### src/rtl/sht40_pkg.sv
// Shared types and constants for the SHT40 raw-word to fixed-point converter.
// Latency: n/a (declarations only).
// Backpressure: n/a.
package sht40_pkg;

  // Converter sequencing states
  typedef enum logic [1:0] {
    IDLE = 2'd0,
    MUL  = 2'd1,
    FIN  = 2'd2
  } state_t;

  // Default conversion constants, all in hundredths of the output unit
  localparam int DEF_T_SCALE   = 17500;
  localparam int DEF_T_OFFSET  = -4500;
  localparam int DEF_RH_SCALE  = 12500;
  localparam int DEF_RH_OFFSET = -600;

  // Physical humidity range used when clipping is enabled
  localparam int RH_MIN = 0;
  localparam int RH_MAX = 10000;

  // One multiplier bit is consumed per cycle
  localparam int MUL_CYCLES = 16;

  // Half an LSB of the >>16 result, for round-to-nearest
  localparam logic [31:0] ROUND_CONST = 32'd32768;

  // Clip a signed humidity result into RH_MIN..RH_MAX
  function automatic logic [15:0] sat_rh(input logic signed [16:0] v);
    logic [15:0] r;
    if (v < 17'(RH_MIN)) begin
      r = 16'(RH_MIN);
    end else if (v > 17'(RH_MAX)) begin
      r = 16'(RH_MAX);
    end else begin
      r = v[15:0];
    end
    return r;
  endfunction

endpackage

### src/rtl/sht40_shift_mul.sv
// 16x15 unsigned LSB-first shift-add multiplier with a 31-bit product.
// Latency: i_start loads operands; o_done pulses on the 16th following cycle, product valid after it.
// Backpressure: none; i_start while busy restarts with the new operands.
module sht40_shift_mul
  import sht40_pkg::*;
(
  input  logic        clk,
  input  logic        rst_n,
  input  logic        i_start,
  input  logic [14:0] i_mcand,
  input  logic [15:0] i_mplier,
  output logic        o_done,
  output logic [30:0] o_product
);

  logic        r_active;
  logic [3:0]  r_cnt;
  logic [30:0] r_mcand;
  logic [15:0] r_mplier;
  logic [30:0] r_acc;

  // Load operands on start, then add the shifted multiplicand for each set multiplier bit
  always_ff @(posedge clk or negedge rst_n) begin
    if (!rst_n) begin
      r_active <= 1'b0;
      r_cnt    <= 4'd0;
      r_mcand  <= 31'd0;
      r_mplier <= 16'd0;
      r_acc    <= 31'd0;
    end else if (i_start) begin
      r_active <= 1'b1;
      r_cnt    <= 4'd0;
      r_mcand  <= {16'd0, i_mcand};
      r_mplier <= i_mplier;
      r_acc    <= 31'd0;
    end else if (r_active) begin
      r_acc    <= r_acc + (r_mplier[0] ? r_mcand : 31'd0);
      r_mcand  <= r_mcand << 1;
      r_mplier <= r_mplier >> 1;
      r_cnt    <= r_cnt + 4'd1;
      if (r_cnt == 4'(MUL_CYCLES - 1)) begin
        r_active <= 1'b0;
      end
    end
  end

  assign o_done    = r_active && (r_cnt == 4'(MUL_CYCLES - 1));
  assign o_product = r_acc;

endmodule

### src/rtl/sht40_unit_convert.sv
// Converts latched SHT40 raw temperature/humidity words to signed centi-degC / centi-%RH.
// Latency: valid pulses 18 cycles after ready is first sampled high (idle); temperature wins ties.
// Backpressure: none; new ready edges are held as pending work. SHT40_RH_CLAMP_EN clips humidity to 0..10000.
module sht40_unit_convert
  import sht40_pkg::*;
#(
  parameter int T_SCALE   = DEF_T_SCALE,
  parameter int T_OFFSET  = DEF_T_OFFSET,
  parameter int RH_SCALE  = DEF_RH_SCALE,
  parameter int RH_OFFSET = DEF_RH_OFFSET
) (
  input  logic        clk,
  input  logic        rst_n,
  input  logic [15:0] temp_raw,
  input  logic [15:0] rh_raw,
  input  logic        temp_ready,
  input  logic        rh_ready,
  output logic [15:0] temp_centi,
  output logic [15:0] rh_centi,
  output logic        temp_valid,
  output logic        rh_valid,
  output logic        busy
);

  state_t r_state, w_state_nxt;

  logic        r_t_prev, r_rh_prev;
  logic        r_t_pend, r_rh_pend;
  logic [15:0] r_t_hold, r_rh_hold;
  logic        r_sel_rh;
  logic [15:0] r_temp_centi, r_rh_centi;
  logic        r_temp_valid, r_rh_valid;

  logic        w_t_rise, w_rh_rise;
  logic        w_start, w_pick_rh, w_clr_t, w_clr_rh, w_fin;
  logic [14:0] w_mcand;
  logic [15:0] w_mplier;
  logic        w_mul_done;
  logic [30:0] w_product;
  logic [31:0] w_rnd;
  logic signed [16:0] w_scaled, w_off, w_res17;
  logic [15:0] w_rh_res;

  assign w_t_rise  = temp_ready & ~r_t_prev;
  assign w_rh_rise = rh_ready & ~r_rh_prev;

  // Edge history, raw-word holds and pending flags; a fresh edge beats a same-cycle clear
  always_ff @(posedge clk or negedge rst_n) begin
    if (!rst_n) begin
      r_t_prev  <= 1'b0;
      r_rh_prev <= 1'b0;
      r_t_pend  <= 1'b0;
      r_rh_pend <= 1'b0;
      r_t_hold  <= 16'd0;
      r_rh_hold <= 16'd0;
    end else begin
      r_t_prev  <= temp_ready;
      r_rh_prev <= rh_ready;
      if (w_t_rise) begin
        r_t_hold <= temp_raw;
        r_t_pend <= 1'b1;
      end else if (w_clr_t) begin
        r_t_pend <= 1'b0;
      end
      if (w_rh_rise) begin
        r_rh_hold <= rh_raw;
        r_rh_pend <= 1'b1;
      end else if (w_clr_rh) begin
        r_rh_pend <= 1'b0;
      end
    end
  end

  // State register plus the channel being converted
  always_ff @(posedge clk or negedge rst_n) begin
    if (!rst_n) begin
      r_state  <= IDLE;
      r_sel_rh <= 1'b0;
    end else begin
      r_state  <= w_state_nxt;
      r_sel_rh <= w_pick_rh;
    end
  end

  // Next-state and control: pick a pending channel in IDLE, wait out the multiply, finish in one cycle
  always_comb begin
    w_state_nxt = r_state;
    w_start     = 1'b0;
    w_pick_rh   = r_sel_rh;
    w_clr_t     = 1'b0;
    w_clr_rh    = 1'b0;
    w_fin       = 1'b0;
    case (r_state)
      IDLE: begin
        if (r_t_pend) begin
          w_start     = 1'b1;
          w_pick_rh   = 1'b0;
          w_clr_t     = 1'b1;
          w_state_nxt = MUL;
        end else if (r_rh_pend) begin
          w_start     = 1'b1;
          w_pick_rh   = 1'b1;
          w_clr_rh    = 1'b1;
          w_state_nxt = MUL;
        end
      end
      MUL: begin
        if (w_mul_done) begin
          w_state_nxt = FIN;
        end
      end
      FIN: begin
        w_fin       = 1'b1;
        w_state_nxt = IDLE;
      end
      default: begin
        w_state_nxt = IDLE;
      end
    endcase
  end

  assign w_mcand  = w_pick_rh ? 15'(RH_SCALE) : 15'(T_SCALE);
  assign w_mplier = w_pick_rh ? r_rh_hold : r_t_hold;

  sht40_shift_mul u_mul (
    .clk       (clk),
    .rst_n     (rst_n),
    .i_start   (w_start),
    .i_mcand   (w_mcand),
    .i_mplier  (w_mplier),
    .o_done    (w_mul_done),
    .o_product (w_product)
  );

  // Round the 16-bit fractional product, then apply the channel offset in 17-bit signed
  assign w_rnd    = {1'b0, w_product} + ROUND_CONST;
  assign w_scaled = 17'(w_rnd >> 16);
  assign w_off    = r_sel_rh ? 17'(RH_OFFSET) : 17'(T_OFFSET);
  assign w_res17  = w_scaled + w_off;

`ifdef SHT40_RH_CLAMP_EN
  assign w_rh_res = sat_rh(w_res17);
`else
  assign w_rh_res = 16'(w_res17);
`endif

  // Register the finished result into its channel and pulse that channel's valid
  always_ff @(posedge clk or negedge rst_n) begin
    if (!rst_n) begin
      r_temp_centi <= 16'd0;
      r_rh_centi   <= 16'd0;
      r_temp_valid <= 1'b0;
      r_rh_valid   <= 1'b0;
    end else begin
      r_temp_valid <= w_fin & ~r_sel_rh;
      r_rh_valid   <= w_fin & r_sel_rh;
      if (w_fin && !r_sel_rh) begin
        r_temp_centi <= 16'(w_res17);
      end
      if (w_fin && r_sel_rh) begin
        r_rh_centi <= w_rh_res;
      end
    end
  end

  assign temp_centi = r_temp_centi;
  assign rh_centi   = r_rh_centi;
  assign temp_valid = r_temp_valid;
  assign rh_valid   = r_rh_valid;
  assign busy       = (r_state == MUL) || (r_state == FIN);

endmodule

### config.mk
export PLATFORM = sky130hd
export DESIGN_NAME = sht40_unit_convert
export DESIGN_NICKNAME = d
export VERILOG_FILES = /design/src/rtl/sht40_pkg.sv /design/src/rtl/sht40_shift_mul.sv /design/src/rtl/sht40_unit_convert.sv
export SDC_FILE = /design/constraint.sdc
export NUM_CORES = 1
export LEC_CHECK = 0
export ABC_CLOCK_PERIOD_IN_PS = 6360
export BUFFER_PORTS_ARGS = -buffer_cell sky130_fd_sc_hd__buf_4
export CORE_UTILIZATION = 25
export DETAILED_ROUTE_END_ITERATION = 12
export REMOVE_ABC_BUFFERS = 1
export SYNTH_ARGS = -nofsm -noshare
export SYNTH_HDL_FRONTEND = slang
export SYNTH_SLANG_ARGS = --single-unit
### constraint.sdc
create_clock -name clk -period 6.36 [get_ports clk]
set_input_delay 0.954 -clock clk [delete_from_list [all_inputs] [get_ports clk]]
set_output_delay 0.954 -clock clk [all_outputs]
set_load 0.02 [all_outputs]
==> impl_metrics.ini <==
[setup_path]
cp_max_fo = 30
worst_setup_path_end_kind = register
r2r_setup_slack_ns = 2.80
r2r_start = u_mul.r_mplier[0]$_DFFE_PN0P_
critPathKind = reg2reg
worst-endpoint-required_ns = 6.73
rr_endpoint = u_mul.o_product[30]$_DFFE_PN0P_
crit_end = u_mul.o_product[30]$_DFFE_PN0P_
worstSetupStartpoint = u_mul.r_mplier[0]$_DFFE_PN0P_
critPathLaunchType = register
worstRegToRegCells = 12
worstPathArrival_ns = 3.93

[global_route]
grt_max_degree = 97
grt_pass1_wl_um = 34300
grt_overflow = 0
antenna_found_initial = 0
grt_pass1_vias = 6820
track_usage = 0.118

[logic_synthesis]
seq_area_frac_synth = 0.436
synth_largest_area_cell = dfrtp_1
ys_seq_elements = 152
synth_area_leaders = dfrtp_1 44%, ha_1 6.0%, mux2i_1 4.9%
netlist_area_um2 = 8720
avgSynthCellArea_um2 = 9.50
yosys.area_share.simple = 0.174
synth_top_family_by_area = simple AND/OR/NAND/NOR gates
synth_edf_count = 0
yosys.area.top_type_share = 0.436
ys_warn_count = 0
syn_inst = 918
yosys.area_share.adder = 0.0625
synthMuxAreaShare = 0.0932
synth_cell_types = 66
synth_compound_area_frac = 0.165
synthXorXnorAreaFrac = 0.0361
synth_flop_cell = dfrtp_1
async_reset_ff_frac = 1.00

[finish]
nNetsFinal = 1045
areaGrowthSynthToFinish_pct = 18.1
finish.utilization = 0.299
drive_above_1_share = 0.161
fin_cells = 1432
antennaDiodeCount = 0
register_area_um2 = 3800
fillerInstances = 3660
multi_input_comb_area_um2 = 4640

[sta]
setup_viol = 0
worstMarginPinSlew_ns = 1.03
maxSlewViolCount = 0
skew_ns = 0.00899
hold_viol = 0
whs_ns = 0.474
fin_setup_tns_ns = 0
rsz0062_at_grt = false
setup_ws_ns = 2.80
finalCritPeriodShare = 0.560
fmax_ghz = 0.281
period_needed_ns = 3.56
relSlewSlack = 0.316

[clock_network]
cts_tree = done
postCtsSetupBuffers = 0
htreeDepth = 4
cts_resized = 0
insertion_delay_ns = 0.43
clk_pin_slew_ns = 0.07
root_buffer = clkbuf_16
cts.path.max_buffers = 2
cts_made_buffers = 17
cts_sinks = 152
cts_hold_buf = 0

[routing]
drc = 0
via_count = 6767
antenna_left = 0
wirelength_um = 19800
drt-pass1-iter-count = 4
avgViaCountPerCell = 4.73
routedWlPerCell_um = 13.8
drtIter0Drc = 454

[floorplan]
start_util = 0.253
die_w_um = 189
dieArea_um2 = 35600
chipHeight_um = 189
num_rows = 68
core-area_um2 = 34500
io_pins = 71

[placed_design]
dp_cells = 1402
place.gp.congestion = 0.833
dpl.hpwl_um = 13600
dp_worst_setup_slack_ns = 2.77
portBuffers = 70

[power]
power.leakage_nw = 4.91
max-vdd-ir-drop_uv = 238
power_density_nw_per_um2 = 435

[hold_path]
hp-class = reg2reg
worst_hold_path.num_cells = 2

[run]
cap_violations = 0

[run_status]
run_status = finished, final reports clean
## power breakdown
| group | leakage, nW | total (mW) | internal [mW] | switching, mW |
|---|---|---|---|---|
| registers | 1.90 | 1.60 | 1.30 | 0.301 |
| clock network | 0.291 | 1.06 | 0.646 | 0.410 |
| logic | 2.72 | 1.82 | 0.781 | 1.04 |
## cell usage after synthesis (all sizes together) (3+ instances only)
library cell and instances:
a22o 5, nor4 3, a221oi 9, nor3b 3
buf 10, and4 3, mux2 34, a21oi 69
o21ai 67, dfrtp 152, a211oi 13, or3 7
a2111oi 3, mux2i 43, nand3b 4, inv 24
o21a 4, xnor2 21, nand2b 11, nand3 19
or4 4, clkbuf 38, nand4 11, o211ai 4
nor2 82, xor2 15, nand2 87, a211o 3
and2 37, a21o 15, and3 8, a21boi 4
nor2b 11, a21bo 3, a31oi 4, ha 42
nor3 14, o21bai 4, or2 3
## layout by cell type, fill, tap and decap left out, drive strengths merged, types with 15 or more instances in the layout
master  count
dfrtp     152
nand2      87
nor2       82
buf        77
a21oi      69
o21ai      67
mux2i      43
ha         42
and2       37
mux2       34
inv        26
xnor2      21
clkbuf     20
nand3      19
a21o       15
xor2       15
## logic make-up after synthesis
group,count (synthesis)
XOR/XNOR,36
flip-flops,152
multiplexers,77
buffers and inverters,73
AND/OR/NAND/NOR,311
adder cells (fa/ha/maj),43
AO/OA/AOI/OAI,226
## worst min-delay path by stage
| stage | startpoint | endpoint | slack (ns) |
|---|---|---|---|
| 4_1_cts | temp_centi[0]$_DFFE_PN0P_ | temp_centi[0]$_DFFE_PN0P_ | 0.48 |
| 6_report | rh_centi[7]$_DFFE_PN0P_ | rh_centi[7]$_DFFE_PN0P_ | 0.47 |
| 5_1_grt | temp_centi[8]$_DFFE_PN0P_ | temp_centi[8]$_DFFE_PN0P_ | 0.51 |
| 3_5_place_dp | temp_centi[0]$_DFFE_PN0P_ | temp_centi[0]$_DFFE_PN0P_ | 0.47 |
| 3_3_place_gp | temp_centi[7]$_DFFE_PN0P_ | temp_centi[7]$_DFFE_PN0P_ | 0.46 |
| 2_1_floorplan | u_mul.r_mcand[2]$_DFFE_PN0P_ | u_mul.r_mcand[2]$_DFFE_PN0P_ | 0.46 |
## area by class of cell
class | instances | area share
inverters | 25 | 0.00911
well taps | 455 | 0.0553
flip-flops and latches | 152 | 0.369
clock buffers | 20 | 0.0453
clock inverters | 10 | 0.0140
repair buffers | 77 | 0.0565
multi-input cells | 693 | 0.451
## worst max-delay path: stages, from the launching register on
cell and delay (ns):
dfrtp_1 0.93, and2_1 0.23, ha_1 0.18, inv_1 0.06
fa_1 0.37, nor2b_1 0.20, o31a_1 0.21, o21ai_0 0.18
a21boi_0 0.40, o211ai_1 0.18, a31o_2 0.28, a31oi_1 0.16
a41o_1 0.11
## state kept, by name (all words and copies together), names as in the netlist
name,count
u_mul.r_mplier,16
r_t_hold,16
r_rh_hold,16
rh_valid,1
u_mul.r_cnt,4
r_rh_pend,1
r_t_pend,1
r_sel_rh,1
temp_valid,1
u_mul.o_product,29
temp_centi,16
r_rh_prev,1
r_state,2
u_mul.r_active,1
u_mul.r_mcand,29
r_t_prev,1
rh_centi,16
## layer usage
layer / wire length, um / share of wire / vias up / global-route usage
met5: 0 / 0 / - / 0
met4: 191 / 0.0097 / 0 / 0.0273
met3: 752 / 0.038 / 18 / 0.0278
met2: 8890 / 0.45 / 135 / 0.188
met1: 9950 / 0.50 / 3261 / 0.161
li1: - / - / 3353 / -
## per-stage QoR
stage                     power, mW  area [um2]
final                          4.48       10300
after global routing           4.85       10300
after CTS                      4.54       10300
after detailed placement       3.46        9690
after global placement         3.41        9690
after floorplan                2.84        8530
Note: power is estimated with default switching activity, not from simulation.
